## config.mk

```make
export PLATFORM = sky130hd
export DESIGN_NAME = alu_sequencer
export DESIGN_NICKNAME = d
export VERILOG_FILES = /design/src/rtl/alu_sequencer.sv
export SDC_FILE = /design/constraint.sdc
export NUM_CORES = 1
export LEC_CHECK = 0
export CAP_MARGIN = 0
export CORE_MARGIN = 3
export CORE_UTILIZATION = 43
export DETAILED_ROUTE_END_ITERATION = 8
export PLACE_DENSITY = 0.77
export SYNTH_ARGS = -nofsm -noshare
export SYNTH_HDL_FRONTEND = slang
export SYNTH_SLANG_ARGS = --single-unit
```

## constraint.sdc

```tcl
create_clock -name clk -period 2.5 [get_ports clk]
set_input_delay 0.25 -clock clk [delete_from_list [all_inputs] [get_ports clk]]
set_output_delay 0.25 -clock clk [all_outputs]
set_load 0.02 [all_outputs]
```

## src/rtl/alu_sequencer.sv

```systemverilog
// Sequences one operation through an external ALU: operands are latched,
// the ALU is driven for one cycle, and decimal ADC/SBC get a per-nibble correction.
module alu_sequencer (
   input  logic       clk,
   input  logic       reset,
   input  logic       start,
   input  logic [3:0] op,
   input  logic [7:0] a_in,
   input  logic [7:0] b_in,
   input  logic       c_in,
   input  logic       d_flag,
   input  logic       flush,
   output logic [7:0] alu_a,
   output logic [7:0] alu_b,
   output logic [3:0] alu_op,
   output logic       alu_cin,
   output logic       alu_dec_add,
   input  logic [7:0] alu_out,
   input  logic       alu_cout,
   input  logic       alu_hcout,
   input  logic       alu_vout,
   output logic       busy,
   output logic       done,
   output logic [7:0] result,
   output logic       n_out,
   output logic       v_out,
   output logic       z_out,
   output logic       c_out
);

   localparam logic [3:0] ALU_ORA = 4'd0;
   localparam logic [3:0] ALU_AND = 4'd1;
   localparam logic [3:0] ALU_EOR = 4'd2;
   localparam logic [3:0] ALU_ADC = 4'd3;
   localparam logic [3:0] ALU_SBC = 4'd4;
   localparam logic [3:0] ALU_ROR = 4'd5;
   localparam logic [3:0] ALU_PSA = 4'd6;

   typedef enum logic [1:0] {IDLE, EXEC, ADJ, DONE} state_t;

   state_t     state, next_state;
   logic [3:0] op_q;
   logic [7:0] a_q, b_q;
   logic       c_q, d_q;
   logic [7:0] out_q;
   logic       cout_q, hcout_q, vout_q;

   logic       is_arith, is_dec;
   logic [3:0] op_norm;
   logic [3:0] lo_corr, hi_corr;
   logic [7:0] adj_res, final_res;
   logic       final_c, final_v;

   assign is_arith = (op_q == ALU_ADC) || (op_q == ALU_SBC);
   assign is_dec   = is_arith && d_q;

   // Unknown opcodes are folded into PSA at latch time so the ALU never sees them.
   always_comb begin
      case (op)
         ALU_ORA, ALU_AND, ALU_EOR, ALU_ADC,
         ALU_SBC, ALU_ROR, ALU_PSA: op_norm = op;
         default:                   op_norm = ALU_PSA;
      endcase
   end

   always_ff @(posedge clk or posedge reset) begin
      if (reset) state <= IDLE;
      else       state <= next_state;
   end

   always_comb begin
      next_state = state;
      if (flush) begin
         next_state = IDLE;
      end else begin
         case (state)
            IDLE:    if (start) next_state = EXEC;
            EXEC:    next_state = is_dec ? ADJ : DONE;
            ADJ:     next_state = DONE;
            DONE:    next_state = IDLE;
            default: next_state = IDLE;
         endcase
      end
   end

   always_comb begin
      busy        = (state != IDLE);
      done        = (state == DONE);
      alu_a       = 8'h00;
      alu_b       = 8'h00;
      alu_op      = 4'h0;
      alu_cin     = 1'b0;
      alu_dec_add = 1'b0;
      if (state == EXEC) begin
         alu_a       = a_q;
         alu_b       = (op_q == ALU_SBC) ? ~b_q : b_q;
         alu_op      = op_q;
         alu_cin     = c_q;
         alu_dec_add = is_dec;
      end
   end

   // Decimal ADC adds 6 to a nibble that carried; decimal SBC adds 0xA to one that borrowed.
   always_comb begin
      if (op_q == ALU_ADC) begin
         lo_corr = hcout_q ? 4'h6 : 4'h0;
         hi_corr = cout_q  ? 4'h6 : 4'h0;
      end else begin
         lo_corr = hcout_q ? 4'h0 : 4'hA;
         hi_corr = cout_q  ? 4'h0 : 4'hA;
      end
      adj_res   = {out_q[7:4] + hi_corr, out_q[3:0] + lo_corr};
      final_res = (state == EXEC) ? alu_out  : adj_res;
      final_c   = (state == EXEC) ? alu_cout : cout_q;
      final_v   = (state == EXEC) ? alu_vout : vout_q;
      if (!is_arith && (op_q != ALU_ROR)) final_c = 1'b0;
   end

   always_ff @(posedge clk or posedge reset) begin
      if (reset) begin
         op_q    <= 4'h0;
         a_q     <= 8'h00;
         b_q     <= 8'h00;
         c_q     <= 1'b0;
         d_q     <= 1'b0;
         out_q   <= 8'h00;
         cout_q  <= 1'b0;
         hcout_q <= 1'b0;
         vout_q  <= 1'b0;
         result  <= 8'h00;
         n_out   <= 1'b0;
         v_out   <= 1'b0;
         z_out   <= 1'b0;
         c_out   <= 1'b0;
      end else begin
         if (state == IDLE && start && !flush) begin
            op_q <= op_norm;
            a_q  <= a_in;
            b_q  <= b_in;
            c_q  <= c_in;
            d_q  <= d_flag;
         end
         if (state == EXEC && !flush) begin
            out_q   <= alu_out;
            cout_q  <= alu_cout;
            hcout_q <= alu_hcout;
            vout_q  <= alu_vout;
         end
         // Flush forces next_state to IDLE, so a flushed operation never lands here.
         if (next_state == DONE && state != DONE) begin
            result <= final_res;
            n_out  <= final_res[7];
            z_out  <= (final_res == 8'h00);
            c_out  <= final_c;
            if (is_arith) v_out <= final_v;
         end
      end
   end

endmodule

```

Yosys cells after proc, flatten, opt, wreduce, memory -nomap -nowiden
Cells that the tools add are included.

Reductions and logical operators: 15. Equality and inequality tests: 14. Mux-type cells: 21. Bitwise logic cells: 1. Add/sub/neg operators: 2.

Operators by type and width (count): $mux 8 (4); $mux 4 (6); $eq 4x3->1 const B (4); $eq 4x2->1 const B (3); $add 4x4->4 (2); $logic_not 8->1 (1); $not 8->8 (1); $pmux 2 s4 (1); $reduce_or 7->1 (1); $eq 2x2->1 const B (3); $logic_and 1x1->1 (6); $mux 1 (6); $mux 3 (2); $eq 4x1->1 const B (1); $logic_not 4->1 (1); $mux 2 (2); $ne 4x3->1 const B (1); $eq 2x1->1 const B (1); $logic_not 1->1 (2); $logic_not 2->1 (1); $ne 2x2->1 const B (1); $reduce_and 2->1 (1); $reduce_bool 2->1 (1); $logic_or 1x1->1 (1).

Output and inout port bits: 36. Logic and storage cells: 68. Register bits: 47.

Logic depth before layout (Yosys ltp)
Gate-level depths: netlist of run 1.

Depth after elaboration: 9. Mapped depth: 11. Mapped depth without buffers: 11.

Least setup slack after synthesis of run 1
Ideal clock, no wire load.

Kind: reg-to-reg. Start point: register op_q[2]. End point: register result[3]. Arrival: 2.436 ns. Library setup time: 0.125 ns. Period minus slack after synthesis: 2.562 ns. Buffers on the path: 0. Path slack: -0.062 ns. Data required time: 2.375 ns. Stages on the path, launching flop included: 11. Cell sequence: dfrtp_1 and3b_2 or2b_1 ha_1 inv_1 ha_1 inv_1 fa_1 xnor3_1 mux2_2 mux2_4.

Cells in the longest elaborated chain, start to end: 8. Elaborated cells on any way between the ends: 12. Those cells by class: add/sub: 1; eq/ne: 3; mux: 5; reduce/logical: 3.

Ends and longest elaborated chain: start, declared (line 42) `logic [3:0] op_q;`; start signal, assigned (line 137) `op_q <= op_norm;`; $eq 4x2->1 / $eq 4x3->1 (equally long branches) (line 54, 105); $logic_or 1x1->1 (line 54) `assign is_arith = (op_q == ALU_ADC) || (op_q == ALU_SBC);`; $logic_and 1x1->1 (line 55) `assign is_dec = is_arith && d_q;`; $mux 1 (line 78) `EXEC: next_state = is_dec ? ADJ : DONE;`; $pmux 2 s4 (line 76) `case (state)`; $mux 2 (line 73) `if (flush) begin`; $eq 2x2->1 (line 150) `if (next_state == DONE && state != DONE) begin`; $logic_and 1x1->1 (line 150); end signal, assigned (line 151) `result <= final_res;`; end, declared (line 24) `output logic [7:0] result,`.

Several ways; a longest one is shown, not always the timed one. A chain may end at the register's enable or synchronous reset.

Worst setup path after layout of run 1
Start point: register op_q[2]. End point: register z_out.

Cells in the longest elaborated chain, start to end: 8. Elaborated cells on any way between the ends: 15. Those cells by class: add/sub: 2; eq/ne: 3; mux: 6; reduce/logical: 4.

Ends and longest elaborated chain: branches (longest 8 deep; another with $add 4x4->4); end signal, assigned (line 153) `z_out <= (final_res == 8'h00);`; end, declared (line 27) `output logic z_out,`.

Parallel ways; which one is timed is not known.

==> results of run 1 <==
[layout make-up]
type | count | share of cell area
tap | 72 | 0.0253
inverter | 18 | 0.0200
multi-input combinational | 145 | 0.348
clock inverter | 2 | 0.0105
clock buffer | 6 | 0.0204
timing repair buffer | 93 | 0.252
sequential | 46 | 0.323
[kinds of logic (layout without fill, tap and decap cells)]
| logic type | after synthesis | count (layout) | synth area share |
|---|---|---|---|
| AO/OA/AOI/OAI | 29 | 29 | 0.0782 |
| XOR/XNOR | 11 | 11 | 0.0441 |
| adder cells (fa/ha/maj) | 12 | 12 | 0.0662 |
| buffers and inverters | 28 | 119 | 0.0521 |
| flip-flops | 46 | 46 | 0.461 |
| multiplexers | 38 | 38 | 0.172 |
| AND/OR/NAND/NOR | 55 | 55 | 0.126 |
[stage by stage]
stage / power, mW / TNS, ps / util / hold WS [ps]
2_1_floorplan: 2.84 / -15.7 / - / 313
3_3_place_gp: 3.60 / 0 / 0.600 / 479
3_5_place_dp: 3.66 / -80.1 / 0.600 / 486
4_1_cts: 4.24 / -87.5 / 0.622 / 265
5_1_grt: 4.59 / -500 / 0.639 / 286
6_report: 4.29 / -81.0 / 0.639 / 251
[synthesized netlist by cell type, types with 2 or more instances]
cell	number
dfrtp_1	46
and2_1	14
a21oi_1	11
mux2i_1	8
nor4_1	2
xnor2_1	9
ha_1	10
nor3_1	2
nand2_1	10
nand3_1	2
clkbuf_1	3
buf_2	4
a31oi_1	3
o21ai_0	9
fa_1	2
nor2_1	12
inv_1	18
nand3b_1	3
mux2_4	3
mux2_2	27
[cell usage in the layout, fill, tap and decap left out, types with 2 or more instances in the layout]
cell	Yosys	layout
dlymetal6s2s_1	0	8
mux2_2	27	26
nand3b_1	3	3
clkdlybuf4s50_1	0	64
and2_1	14	14
mux2i_1	8	8
a21oi_1	11	11
nand3_1	2	2
clkbuf_8	0	5
nor3_1	2	2
nor4_1	2	2
fa_2	0	2
ha_1	10	9
o21ai_0	9	9
buf_4	1	21
mux2_4	3	4
nor2_1	12	12
nand2_1	10	10
inv_1	18	16
xnor2_1	9	9
clkinvlp_4	0	2
a31oi_1	3	3
dfrtp_1	46	45
[worst max path at each step]
stage                  from        end  slack [ps]  cells past startpoint
finish              op_q[2]      z_out         -40                     11
global route        op_q[2]      z_out        -180                     11
CTS                 op_q[2]  result[3]         -50                     10
detailed placement  op_q[2]      z_out         -40                     11
global placement    op_q[2]  result[3]          20                     10
floorplan           op_q[2]  result[3]         -20                     10
[what timing repair did]
item	CTS	global route
gates cloned	0	0
resized for setup	1	12
buffers inserted	1	8
pin swaps	2	0
setup endpoints to repair	2	16
hold buffers	0	0
[sequential cells by signal, summed over array words and instances (netlist names)]
signal	flops
result	8
c_q	1
op_q	4
cout_q	1
z_out	1
d_q	1
c_out	1
v_out	1
hcout_q	1
a_q	8
out_q	8
vout_q	1
state	2
b_q	8
[power by group through the flow]
stage          combinational, mW  sequential, mW  clock (mW)
3_5_place_dp                2.33            1.33           0
4_1_cts                     2.35            1.32       0.565
2_1_floorplan               1.45            1.38           0
5_1_grt                     2.63            1.36       0.601
3_3_place_gp                2.28            1.32           0
6_report                    2.42            1.32       0.558
[routing by layer]
metal	track usage	vias up	share of wire
li1	-	913	-
met3	0.0369	6	0.044
met1	0.244	910	0.46
met2	0.270	43	0.48
met4	0.0548	0	0.014
met5	0	-	0
[critical path, delay by kind of cell, from the launching register on]
kind | cells | cell delay [ps]
adders and majority gates | 3 | 760
and+or+nand+nor | 2 | 500
DFF | 1 | 380
xor gates and xnor gates | 2 | 350
AOI/OAI and AO/OA | 1 | 240
muxes | 1 | 110
buffers and inverters | 2 | 100
==> impl_metrics.yaml, run 1 <==
status:
  violations: "setup timing"
  status: "finished with violations"
worst_setup_path:
  critPathMaxFanout: 3
  cp_slowest_stage_delay_ps: 380
  rr_worst_depth: 11
  required_ps: 2710
  setup.worst_path.class: "flip-flop to flip-flop"
  cp.arrival_ps: 2750
  cp_slowest_cell: "dfrtp_1"
  endpoint_kind: "flip-flop"
  r2r_setup_slack_ps: -40
  path_cells: "and3b_2 -> or2b_1 -> ha_1 -> inv_1 -> ha_1 -> inv_1 -> fa_2 -> xor2_2 -> xnor2_1 -> mux2i_1 -> a31o_2"
  rr_endpoint: "z_out"
  start_kind: "flip-flop"
  r2r_start: "op_q[2]"
sta:
  drv_slew: 0
  maxSlewHeadroom: 0.716
  clock.fmax_mhz: 393
  fin_crit_ps: 2540
  hold_violations: 0
  setup_viol: 2
  rsz0062_at_grt: "yes"
  period_share: 1.02
  fin_worst_skew_ps: 8.98
  setup_ws_ps: -42.6
  worst_pin_slew_ps: 426
place:
  dp_hpwl_um: 4230
  numPortBuffers: 72
  gp_congestion: 0.861
  placedCellCount: 365
  dpl_worst_slack_ps: -42.1
  dpl_cell_area_um2: 3350
drt:
  num_vias: 1872
  drt_wl_total_um: 5620
  avgViaCountPerCell: 4.90
  drcViolationCount: 0
  ant_nets: 0
  first_pass_iters: 4
  first_iter_violations: 83
  wl_per_cell_um: 14.7
finish:
  layout-drive-gt1-share: 0.242
  register_area_um2: 1150
  fill_cells: 435
  fin_nets: 358
  design_area_um2: 3560
  diodes: 0
  instances_no_fill: 382
  syn_to_final_growth_pct: 42.7
  multiInputGateArea_um2: 1240
yosys:
  synthFlopType: "dfrtp_1"
  async_flop_share: 1.00
  synth_nets: 268
  syn_area_um2: 2500
  ys_types: 41
  synth-seq-cells: 46
  synth_area_leaders: "dfrtp_1 46%, mux2_2 12%, ha_1 5.0%"
  yosys.area.top_type_share: 0.461
  seq_area_frac_synth: 0.461
  synth_warnings: 0
  synth_largest_area_cell: "dfrtp_1"
  synth-edff-count: 0
  synthCells: 219
  syn_area_per_cell_um2: 11.4
global_route:
  grt_pass1_vias: 1763
  grt_max_degree: 28
  antenna_found_initial: 0
  grt_usage: 0.174
  overflow: 0
  grt_pass1_wl_um: 8850
die:
  rows: 27
  ios: 73
  coreArea_um2: 5570
  die_w_um: 82.2
  start_util: 0.448
  die_area_um2: 6760
  die_h_um: 82.2
power_and_ir_drop:
  seq_power_share: 0.307
  p_clk_frac: 0.130
  comb_power_share: 0.563
  p_leak_nw: 1.64
  ir_drop_v: 0.000585
  switching_share: 0.375
  power_switching_mw: 1.61
  powerDensity_nw_per_um2: 1210
  internal-power_mw: 2.68
clock_network:
  cts_root_buf: "clkbuf_8"
  cts_tree: "done"
  clk_latency_ps: 310
  clk_pin_slew_ps: 90
  numCtsBuffers: 5
  cts-htree-levels: 2
  clockBufferDepth: 2
  numClockSinks: 46
job:
  cap_viol_max_count: 0
worst_hold_path:
  min_path_type: "input pin to async pin"
No activity file was read; power rests on OpenSTA's default activity.
==> run 2, diff against run 1 <==
- ABC_AREA: unset -> 0
==> results of run 2 <==
Final layout, timing and power as in run 1 (identical DEF).
==> run 3, diff against run 2 <==
- CAP_MARGIN: 0 -> 30
==> results of run 3 <==
Final layout, timing and power as in run 1 (identical DEF).
